File: src/rtl/drum_mac_pipe.sv
`default_nettype none
// ============================================================================
// Module   : drum_mac_pipe
// Function : Three-stage DRUM approximate multiplier with wrapping accumulator.
// Revision : 1.0 - initial release
// ============================================================================
module drum_mac_pipe #(
  parameter int N     = 8,
  parameter int M     = 8,
  parameter int K     = 3,
  parameter int ACC_W = 24
) (
  input  logic             clk,
  input  logic             rst,
  input  logic             in_valid,
  output logic             in_ready,
  input  logic [N-1:0]     in_a,
  input  logic [M-1:0]     in_b,
  input  logic             in_signed,
  input  logic             in_exact,
  input  logic             in_acc,
  input  logic             in_clr,
  output logic             out_valid,
  input  logic             out_ready,
  output logic [N+M-1:0]   out_prod,
  output logic [ACC_W-1:0] out_acc,
  output logic             out_ovf
);
  localparam int P  = N + M;
  localparam int W  = (N > M) ? N : M;
  localparam int SW = $clog2(P + 1);

  function automatic logic [SW-1:0] lead_one(input logic [W-1:0] x);
    logic [SW-1:0] t;
    t = '0;
    for (int i = 0; i < W; i++) begin
      if (x[i]) t = SW'(i);
    end
    return t;
  endfunction

  // Keep the leading one plus K-2 bits below it; the forced LSB is the unbiasing term
  function automatic logic [K+SW-1:0] drum_reduce(input logic [W-1:0] x);
    logic [SW-1:0]   t;
    logic [SW-1:0]   sh;
    logic [K+SW-1:0] r;
    t = lead_one(x);
    if (t >= SW'(K)) begin
      sh = t - SW'(K - 1);
      r  = {K'(x >> sh) | {{(K-1){1'b0}}, 1'b1}, sh};
    end else begin
      r  = {x[K-1:0], {SW{1'b0}}};
    end
    return r;
  endfunction

  logic adv;
  logic out_valid_q;

  assign adv       = !out_valid_q || out_ready;
  assign in_ready  = adv;
  assign out_valid = out_valid_q;

  // Stage 1: magnitude and reduction
  logic [N-1:0]    mag_a;
  logic [M-1:0]    mag_b;
  logic [K+SW-1:0] red_a;
  logic [K+SW-1:0] red_b;

  always_comb begin
    mag_a = (in_signed && in_a[N-1]) ? ~in_a : in_a;
    mag_b = (in_signed && in_b[M-1]) ? ~in_b : in_b;
    red_a = drum_reduce(W'(mag_a));
    red_b = drum_reduce(W'(mag_b));
  end

  logic          v1_q, sgn1_q, sig1_q, ex1_q, acc1_q, clr1_q;
  logic [K-1:0]  ak1_q, bk1_q;
  logic [SW-1:0] sha1_q, shb1_q;
  logic [N-1:0]  ma1_q;
  logic [M-1:0]  mb1_q;

  logic           v2_q, sgn2_q, sig2_q, ex2_q, acc2_q, clr2_q;
  logic [2*K-1:0] kk2_q;
  logic [SW-1:0]  sh2_q;
  logic [P-1:0]   exp2_q;

  logic [P-1:0]     prod_q;
  logic [ACC_W-1:0] acc_q;
  logic             ovf_q;

  // Stage 3: shift, sign restore, accumulate
  logic [P-1:0]     p_w;
  logic [P-1:0]     prod_d;
  logic [ACC_W-1:0] ext_w;
  logic [ACC_W-1:0] sum_w;
  logic [ACC_W-1:0] acc_d;
  logic             ovf_d;

  always_comb begin
    p_w    = ex2_q ? exp2_q : (P'(kk2_q) << sh2_q);
    prod_d = sgn2_q ? ~p_w : p_w;
    ext_w  = sig2_q ? ACC_W'($signed(prod_d)) : ACC_W'(prod_d);
    sum_w  = acc_q + ext_w;
    acc_d  = acc_q;
    ovf_d  = ovf_q;
    if (acc2_q) begin
      if (clr2_q) begin
        acc_d = ext_w;
      end else begin
        acc_d = sum_w;
        if ((acc_q[ACC_W-1] == ext_w[ACC_W-1]) && (sum_w[ACC_W-1] != acc_q[ACC_W-1]))
          ovf_d = 1'b1;
      end
    end
  end

  always_ff @(posedge clk) begin
    if (rst) begin
      v1_q <= 1'b0; sgn1_q <= 1'b0; sig1_q <= 1'b0; ex1_q <= 1'b0;
      acc1_q <= 1'b0; clr1_q <= 1'b0;
      ak1_q <= '0; bk1_q <= '0; sha1_q <= '0; shb1_q <= '0;
      ma1_q <= '0; mb1_q <= '0;
      v2_q <= 1'b0; sgn2_q <= 1'b0; sig2_q <= 1'b0; ex2_q <= 1'b0;
      acc2_q <= 1'b0; clr2_q <= 1'b0;
      kk2_q <= '0; sh2_q <= '0; exp2_q <= '0;
      out_valid_q <= 1'b0;
      prod_q      <= '0;
      acc_q       <= '0;
      ovf_q       <= 1'b0;
    end else if (adv) begin
      v1_q   <= in_valid;
      sgn1_q <= in_signed & (in_a[N-1] ^ in_b[M-1]);
      sig1_q <= in_signed;
      ex1_q  <= in_exact;
      acc1_q <= in_acc;
      clr1_q <= in_clr;
      ak1_q  <= red_a[K+SW-1:SW];
      bk1_q  <= red_b[K+SW-1:SW];
      sha1_q <= red_a[SW-1:0];
      shb1_q <= red_b[SW-1:0];
      ma1_q  <= mag_a;
      mb1_q  <= mag_b;

      v2_q   <= v1_q;
      sgn2_q <= sgn1_q;
      sig2_q <= sig1_q;
      ex2_q  <= ex1_q;
      acc2_q <= acc1_q;
      clr2_q <= clr1_q;
      kk2_q  <= (2*K)'(ak1_q) * (2*K)'(bk1_q);
      sh2_q  <= sha1_q + shb1_q;
      exp2_q <= P'(ma1_q) * P'(mb1_q);

      out_valid_q <= v2_q;
      if (v2_q) begin
        prod_q <= prod_d;
        acc_q  <= acc_d;
        ovf_q  <= ovf_d;
      end
    end
  end

  assign out_prod = prod_q;
  assign out_acc  = acc_q;
  assign out_ovf  = ovf_q;

endmodule
`default_nettype wire

File: config.mk
export PLATFORM = sky130hd
export DESIGN_NAME = drum_mac_pipe
export DESIGN_NICKNAME = d
export VERILOG_FILES = /design/src/rtl/drum_mac_pipe.sv
export SDC_FILE = /design/constraint.sdc
export NUM_CORES = 1
export LEC_CHECK = 0
export BUFFER_PORTS_ARGS = -buffer_cell sky130_fd_sc_hd__buf_2
export CAP_MARGIN = 20
export CORE_UTILIZATION = 67
export DETAILED_ROUTE_END_ITERATION = 8
export GPL_TIMING_DRIVEN = 0
export PLACE_DENSITY = 0.85
export SYNTH_ARGS = -nofsm -noshare
export SYNTH_HDL_FRONTEND = slang
export SYNTH_SLANG_ARGS = --single-unit
File: constraint.sdc
create_clock -name clk -period 8.6 [get_ports clk]
set_input_delay 0.43 -clock clk [delete_from_list [all_inputs] [get_ports clk]]
set_output_delay 0.43 -clock clk [all_outputs]
set_load 0.1 [all_outputs]
* Word-level counts from Yosys, hierarchy flattened
Cells that the tools add are included. W data, S select, Z words.
Operators by class: add/subtract/negate cells 4, $mul 2, magnitude comparators 2, eq/ne operators 2, shift operators 3, multiplexer cells 22, bitwise gates (word level) 6, reductions and logical operators 8
Operators with widths (number):
- $mux W5 | 10
- $mux W24 | 2
- $mux W16 | 2
- $mux W8 | 4
- $add A24 B24 Y24 | 1
- $mul A8 B8 Y16 | 1
- $not A16 Y16 | 1
- $not A8 Y8 | 2
- $shl A6 B5 Y16 | 1
- $shr A8 B5 Y3 | 2
- $ge A5 B2 Y1 const B | 2
- $sub A5 B2 Y5 const B | 2
- $mul A3 B3 Y6 | 1
- $add A5 B5 Y5 | 1
- $reduce_and A5 Y1 | 1
- $mux W2 | 2
- $logic_and A1 B1 Y1 | 3
- $reduce_and A3 Y1 | 1
- $mux W1 | 2
- $reduce_and A2 Y1 | 1
- $and A1 B1 Y1 | 1
- $eq A1 B1 Y1 | 1
- $logic_not A1 Y1 | 1
- $logic_or A1 B1 Y1 | 1
- 3 further kinds | 3
Storage, ports and cells: register bits 113, bits of input ports 24, output and inout bits 43, logic and storage cells 74

* Depth between registers and ports, before layout
Gate-level depths: netlist of run 1.
depth after elaboration 12, gate-level depth with buffers 18

* Worst setup path before layout of run 1
OpenSTA, ideal clock, no wires.
kind register -> register, start point register mb1_q[7], end point register exp2_q[15], data arrival time 4.335 ns, required time 8.409 ns, path slack 4.074 ns, stages on the path, launching flop included 16, cells stage by stage dfxtp_1 and2_1 fa_1 fa_1 fa_1 inv_1 fa_1 inv_1 ha_1 or2_2 a21o_1 o41a_1 a41o_1 o41a_1 xnor2_1 a211oi_1
Between the ends: word-level cells in the longest chain between the ends 1
RTL lines:
- start, declared | RTL line 81 | logic [M-1:0] mb1_q;
- start signal, assigned | RTL line 143 | mb1_q <= mag_b;
- $mul A8 B8 Y16 | RTL line 153 | exp2_q <= P'(ma1_q) * P'(mb1_q);
- end signal, assigned | RTL line 153
- end, declared | RTL line 86 | logic [P-1:0] exp2_q;
Every way passes these cells. A chain may end at the register's enable or synchronous reset.

* Final worst setup path of run 1
start point register mb1_q[2], end point register exp2_q[14]
Same word-level chain as after synthesis.

==> implementation parameters, run 1 <==
Parameter                              Value

Synthesis
  Cell count after synthesis    1174
  Total number of yosys warnings    0
  Syn Nets    1305
  Yosys top cell by area    dfxtp_1
  Leading cell types by count after synthesis    nand2_1 (162), dfxtp_1 (111), nor2_1 (108)
  Total of flip-flops plus latches after synthesis    111
  Portion of the post-synthesis area used by sequential elements    24.5%
  Syn_area_per_cell    7.74 um2
  Number of flops mapped to enable cells by yosys    0
  Proportion of netlist area held by the largest area contributor    24.5%
  Count leader, synth    nand2_1
  Main area contributors after synthesis    dfxtp_1 (24%), ha_1 (9.2%), fa_1 (8.8%), nand2_1 (6.7%), a21oi_1 (5.5%)
  Cell area after synthesis    9080 um2
  Leading register cell type out of synthesis    dfxtp_1
  Netlist cell types    74
  Ys async rst share    0%

Timing
  Final number of hold-violating endpoints    0
  Final worst slack    3550 ps
  Highest attainable clock frequency    198 MHz
  Clock Skews    8.74 ps
  Tightest slew margin relative to the limit    39.7%
  Unrepaired setup endpoints after global routing    no
  Setup TNS    0 ps
  Final count of negative-setup-slack endpoints    0
  Slew Viols, Final    0
  Worst slew pin tran    approximately 880 ps
  Worst hold slack after final layout    301 ps
  Fraction of the cycle the final worst path needs    between 50 and 60%
  Minimum clock period after layout    5050 ps

Clock tree
  Count of clock tree sinks    111
  Clock transition time at the flip-flop clock pins of the worst setup and hold paths    around 70 ps
  TritonCTS clock tree    built
  Number of H-tree levels    3
  Hold-fix buffers at CTS    0
  Resized Gates After CTS    0
  Latest clock arrival within the worst-skew pair    370 ps
  Max Root-Sink Buffers    2
  Clock root cell    clkbuf_16
  Number of clock buffers inserted by TritonCTS    9
  Setup repair bufs after CTS    0

Worst setup path
  Beginning of the worst register-to-register path    mb1_q[2]
  Critical path origin    mb1_q[2]
  Type of the worst setup path    register to register
  Kind of end point of the critical path    register
  Reg2reg end    exp2_q[14]
  CP Capture Point    exp2_q[14]
  Worst-case register-to-register setup slack    about 3600 ps
  Critical Path Max Stage Delay    about 800 ps
  Highest fanout seen on the critical path    9
  Data required time of the worst path    roughly 9000 ps
  Critical Path AT    5340 ps
  Worst r2r path cells    18
  CP dominant cell by count    inv_1
  Setup crit start kind    register
  Worst path cell trace    and2_1 -> ha_1 -> inv_1 -> fa_1 -> inv_1 -> ha_1 -> inv_1 -> fa_1 -> inv_1 -> ha_1 -> a21o_1 -> a21o_1 -> a2111oi_0 -> o31ai_1 -> o41ai_1 -> xnor2_1 -> nand2_1 -> a21oi_1
  Cell at the slowest stage of the critical path    a2111oi_0

Finish
  Final standard cell utilization of the core    75.0%
  Number of diodes    0
  Area added between synthesis and finish    9.25%
  Number of nets in the layout    1375
  Fin area    about 9900 um2
  Count of placed standard cells in the final layout, fillers left out    1425
  Share of final-layout standard cells stronger than drive strength 1    7.45%

Place
  Input/output buffers    59
  Number of instances in the placed design    1409
  GP Congestion    0.979
  Setup slack after placement    3650 ps
  Dpl cell area    9600 um2
  Detailed Place HPWL    18.8 mm

Power
  Sum of internal, switching and leakage power    1.40 mW
  Peak supply drop    between 0.1 and 0.15 mV
  Power per unit of standard cell area    142 nW/um2
  Leak Pwr    4.44 nW

Routing
  Iteration count of the initial detailed-routing pass    7
  Vias per Instance    6.17
  Routed length per placed instance    17.1 um
  Total via count in the routed design    8792
  Remaining number of nets flagged by the antenna check after routing    0
  Detailed-route wire length    24.3 mm
  Post-detailed-route DRC marker count    1
  Count of routing violations after the opening detailed-route iteration    749

Global routing
  Number of antenna violations at the first check in global routing    0
  Global-route wire length before repair    just over 40 mm
  Via count of the first global-routing pass    8339
  Overall Global Routing Usage    35.8%
  Pin count of the biggest net entering global routing    19
  Sum of overflow across all layers after global routing    0

Floorplanning
  Top-level I/O count    67
  Width of the chip    118 um
  Effective utilization at floorplan    between 60% and 70%
  Die height    118 um
  Core box area    13200 um2
  Row Count    42
  Total Die Area    14000 um2

Outcome
  Status    finished, violations left
  Failing checks    DRC

Flow run
  Maximum capacitance violations    0

Worst hold path
  Classification of the worst-slack hold path    primary input to register
  Hold_sp    in_acc
## worst min-delay path by stage
stage | to | slack, ps | depth (start not counted)
final | acc1_q | 300 | 3
after CTS | acc1_q | 300 | 3
after floorplan | exp2_q[8] | 430 | 2
after global routing | v1_q | 330 | 3
after detailed placement | out_prod[7] | 440 | 2
after global placement | out_prod[13] | 440 | 2
## placed cells by master (no fill, tap or decap), types with 4 or more instances in the layout
master,count
nand2_1,162
dfxtp_1,111
nor2_1,108
a21oi_1,100
inv_1,80
and2_1,67
ha_1,67
buf_2,64
clkbuf_1,59
fa_1,40
xnor2_1,38
nor3_1,37
a211oi_1,37
o21ai_0,32
nand3_1,23
mux2i_1,20
xor2_1,14
a21o_1,12
and3_1,11
o21ai_1,10
or3_1,9
o21a_1,9
clkbuf_16,9
a22oi_1,8
nor2b_1,8
o31ai_1,8
nand2b_1,7
and4_1,5
a311oi_1,5
buf_1,4
nand3b_1,4
nor3b_1,4
a31oi_1,4
## metal layers
| layer | GRT usage [%] | vias to the layer above | part of all wire, % |
|---|---|---|---|
| li1 | - | 4185 | - |
| met1 | 44.0 | 4134 | 43 |
| met2 | 60.1 | 374 | 46 |
| met3 | 6.13 | 99 | 6.6 |
| met4 | 19.0 | 0 | 4.8 |
| met5 | 0 | - | 0 |
## power by group
part	switching [mW]	internal [mW]	leakage [nW]
Clock	0.200	0.254	0.162
Sequential	0.0370	0.545	0.908
Combinational	0.233	0.135	3.37
## kinds of logic after synthesis
| logic type | after synthesis | share of synthesized area, % |
|---|---|---|
| XOR/XNOR | 52 | 5.01 |
| flip-flops | 111 | 24.5 |
| adder cells (fa/ha/maj) | 107 | 18.0 |
| AND/OR/NAND/NOR | 458 | 23.7 |
| multiplexers | 25 | 3.07 |
| AO/OA/AOI/OAI | 272 | 19.5 |
| buffers and inverters | 149 | 6.22 |
## area by class of cell
type,instances,area [um2]
well taps,176,220
inverters,81,304
clock inverters,4,58.8
multi-input cells,914,6300
clock buffers,12,267
flip-flops and latches,111,2220
plain buffers,68,262
repair buffers,59,295
fillers,1062,3320
## flip-flops by register name (all words and copies together), names as in the netlist, 4 cells and up
| signal | count |
|---|---|
| mb1_q | 8 |
| exp2_q | 16 |
| sh2_q | 5 |
| out_acc | 24 |
| sha1_q | 4 |
| out_prod | 16 |
| ma1_q | 8 |
| shb1_q | 4 |
| kk2_q | 6 |
## critical path: cells and delay by family, from the launching register on
| family | cells | cell delay (ps) |
|---|---|---|
| AOI/OAI and AO/OA | 6 | 1960 |
| xor gates and xnor gates | 1 | 160 |
| adders and majority gates | 5 | 1830 |
| buffers and inverters | 4 | 220 |
| DFF | 1 | 530 |
| and+or+nand+nor | 2 | 280 |
Note: power is estimated with default switching activity, not from simulation.
==> run 2: changes to the inputs <==
- CORE_UTILIZATION: 67 -> 56
- PLACE_DENSITY: 0.85 -> 0.76
- clock period: 8.6 -> 4.35 ns (I/O delays scaled with it)
==> run 2 against run 1 <==
Effect of this change: the run ends with setup timing left; total power grew 100%; sequential share of layout area fell by 0.60 points; global-route usage down 4.5 points; clock skew is 2.6 ps higher; register-to-register slack worse by 3700 ps; first-iteration DRC count decreased by 16%; hold slack worse by 210 ps.
==> implementation parameters, run 2 (synthesis results as in run 1) <==
Parameter                              Value

Outcome
  Status    finished, violations left
  Failing checks    setup timing

Finish
  Number of diodes    0
  Most common library cell in the layout ignoring fill and taps    nand2_1
  Share of final-layout standard cells stronger than drive strength 1    13.2%
  Number of nets in the layout    1398
  Flip-flop count of the largest register, all copies and words added    24
  Most frequent cells in the layout    nand2_1 (162), nor2_1 (108), a21oi_1 (98), dfxtp_1 (95), inv_1 (76)
  Fin area    about 10000 um2
  Area added between synthesis and finish    14.3%
  Fill cell instance count of the final layout    ~1.4k

Floorplanning
  Die height    129 um
  Width of the chip    129 um
  Core box area    15900 um2
  Row Count    46
  Total Die Area    16700 um2
  Effective utilization at floorplan    57.2%
  Top-level I/O count    67

Worst hold path
  Classification of the worst-slack hold path    primary input to register
  End point of the most critical hold path    acc1_q
  Hold_sp    in_acc
  Depth of the worst hold-timing path    3

Global routing
  Pin count of the biggest net entering global routing    18
  Via count of the first global-routing pass    8103
  Overall Global Routing Usage    31.4%
  Number of antenna violations at the first check in global routing    1
  Global-route wire length before repair    40.9 mm
  Sum of overflow across all layers after global routing    0

Clock tree
  Number of clock buffers inserted by TritonCTS    9
  Clock transition time at the flip-flop clock pins of the worst setup and hold paths    70 ps
  Latest clock arrival within the worst-skew pair    360 ps
  Max Root-Sink Buffers    2
  Number of H-tree levels    3
  Count of clock tree sinks    111
  Clock root cell    clkbuf_16
  TritonCTS clock tree    built

Worst setup path
  Data required time of the worst path    4600 ps
  Type of the worst setup path    register to register
  Reg2reg end    exp2_q[13]
  Beginning of the worst register-to-register path    ma1_q[3]
  Worst r2r path cells    16
  Setup crit start kind    register
  Highest fanout seen on the critical path    4
  Worst-case register-to-register setup slack    -190 ps
  Critical path origin    ma1_q[3]
  Critical Path AT    4790 ps
  Kind of end point of the critical path    register

Routing
  Routed length per placed instance    between 15 and 20 um
  Vias per Instance    around 5.9
  Count of routing violations after the opening detailed-route iteration    626
  Total via count in the routed design    8748
  Iteration count of the initial detailed-routing pass    5
  Detailed-route wire length    25.0 mm
  Remaining number of nets flagged by the antenna check after routing    0
  Post-detailed-route DRC marker count    0

Place
  Dpl cell area    approximately 9700 um2
  Detailed Place HPWL    between 15 and 20 mm
  Input/output buffers    ~60
  GP Congestion    0.944

Power
  Power per unit of standard cell area    276 nW/um2
  Leak Pwr    4.61 nW
  Peak supply drop    0.298 mV

Flow run
  Maximum capacitance violations    0

Timing
  Fraction of the cycle the final worst path needs    104%
  Worst hold slack after final layout    about 90 ps
  Slew Viols, Final    0
  Final worst slack    -191 ps
  Final number of hold-violating endpoints    0
  Unrepaired setup endpoints after global routing    yes
  Tightest slew margin relative to the limit    roughly 45%
  Clock Skews    ~11 ps
  Worst slew pin tran    831 ps
  Minimum clock period after layout    4540 ps
  Final count of negative-setup-slack endpoints    2
  Highest attainable clock frequency    220 MHz
run 2: cell count changes in the layout (fill, tap and decap cells not counted), sizes merged:
cell / previous run / this run
clkinv: 1 / 3
clkbuf: 71 / 69
inv: 83 / 80
buf: 68 / 92
bufinv: 1 / 2
clkinvlp: 0 / 1
run 2: final cells by class:
class | count | area (um2) | area share [%]
flip-flops and latches | 111 | 2260 | 21.8
well taps | 216 | 270 | 2.60
clock inverters | 5 | 81.3 | 0.783
clock buffers | 11 | 243 | 2.34
plain buffers | 67 | 272 | 2.61
inverters | 81 | 304 | 2.93
multi-input cells | 914 | 6460 | 62.2
repair buffers | 83 | 490 | 4.72
run 2: worst max-delay path by stage:
stage,slack (ps),end,depth (start not counted)
after floorplan,1,exp2_q[15],17
after detailed placement,-440,exp2_q[14],18
after global placement,-410,exp2_q[14],18
after CTS,-230,exp2_q[15],17
final,-190,exp2_q[13],16
after global routing,-280,exp2_q[15],16
run 2: per-stage QoR:
| stage | instances | util (%) | power [mW] | TNS [ps] | setup slack, ps |
|---|---|---|---|---|---|
| finish | 1488 | 65.4 | 2.86 | -334 | -191 |
| global route | 1488 | 65.4 | 3.02 | -756 | -278 |
| CTS | 1480 | 64.4 | 2.83 | -466 | -232 |
| detailed placement | 1449 | 60.9 | 1.89 | -1620 | -436 |
| global placement | 1449 | 60.9 | 1.87 | -1470 | -411 |
| floorplan | 1174 | - | 1.70 | 0 | 1.17 |
run 2: layer usage:
layer,routed length (um),global-route usage (%)
met1,11400,43.4
met2,11400,49.7
met3,1640,5.41
met4,568,10.1
met5,0,0
run 2: what timing repair did:
item / in CTS / in global routing
buffers inserted: 15 / 10
setup endpoints to repair: 13 / 14
gates resized for setup: 39 / 30
pin swaps: 21 / 25
hold buffers: 0 / 0
run 2: power breakdown:
part	internal [mW]	total (mW)	switching (mW)
combinational	0.325	0.813	0.489
clock	0.521	0.902	0.381
sequential	1.08	1.15	0.0690
run 2: critical path, stage by stage (launching register included):
cell,delay (ps)
dfxtp_4,370
buf_6,120
and2_4,150
fa_1,560
fa_1,440
fa_1,530
inv_2,40
fa_1,510
inv_2,50
ha_4,230
or2_4,250
a21o_1,150
o41a_1,120
a41o_1,220
buf_6,120
or3_1,360
a31o_2,230
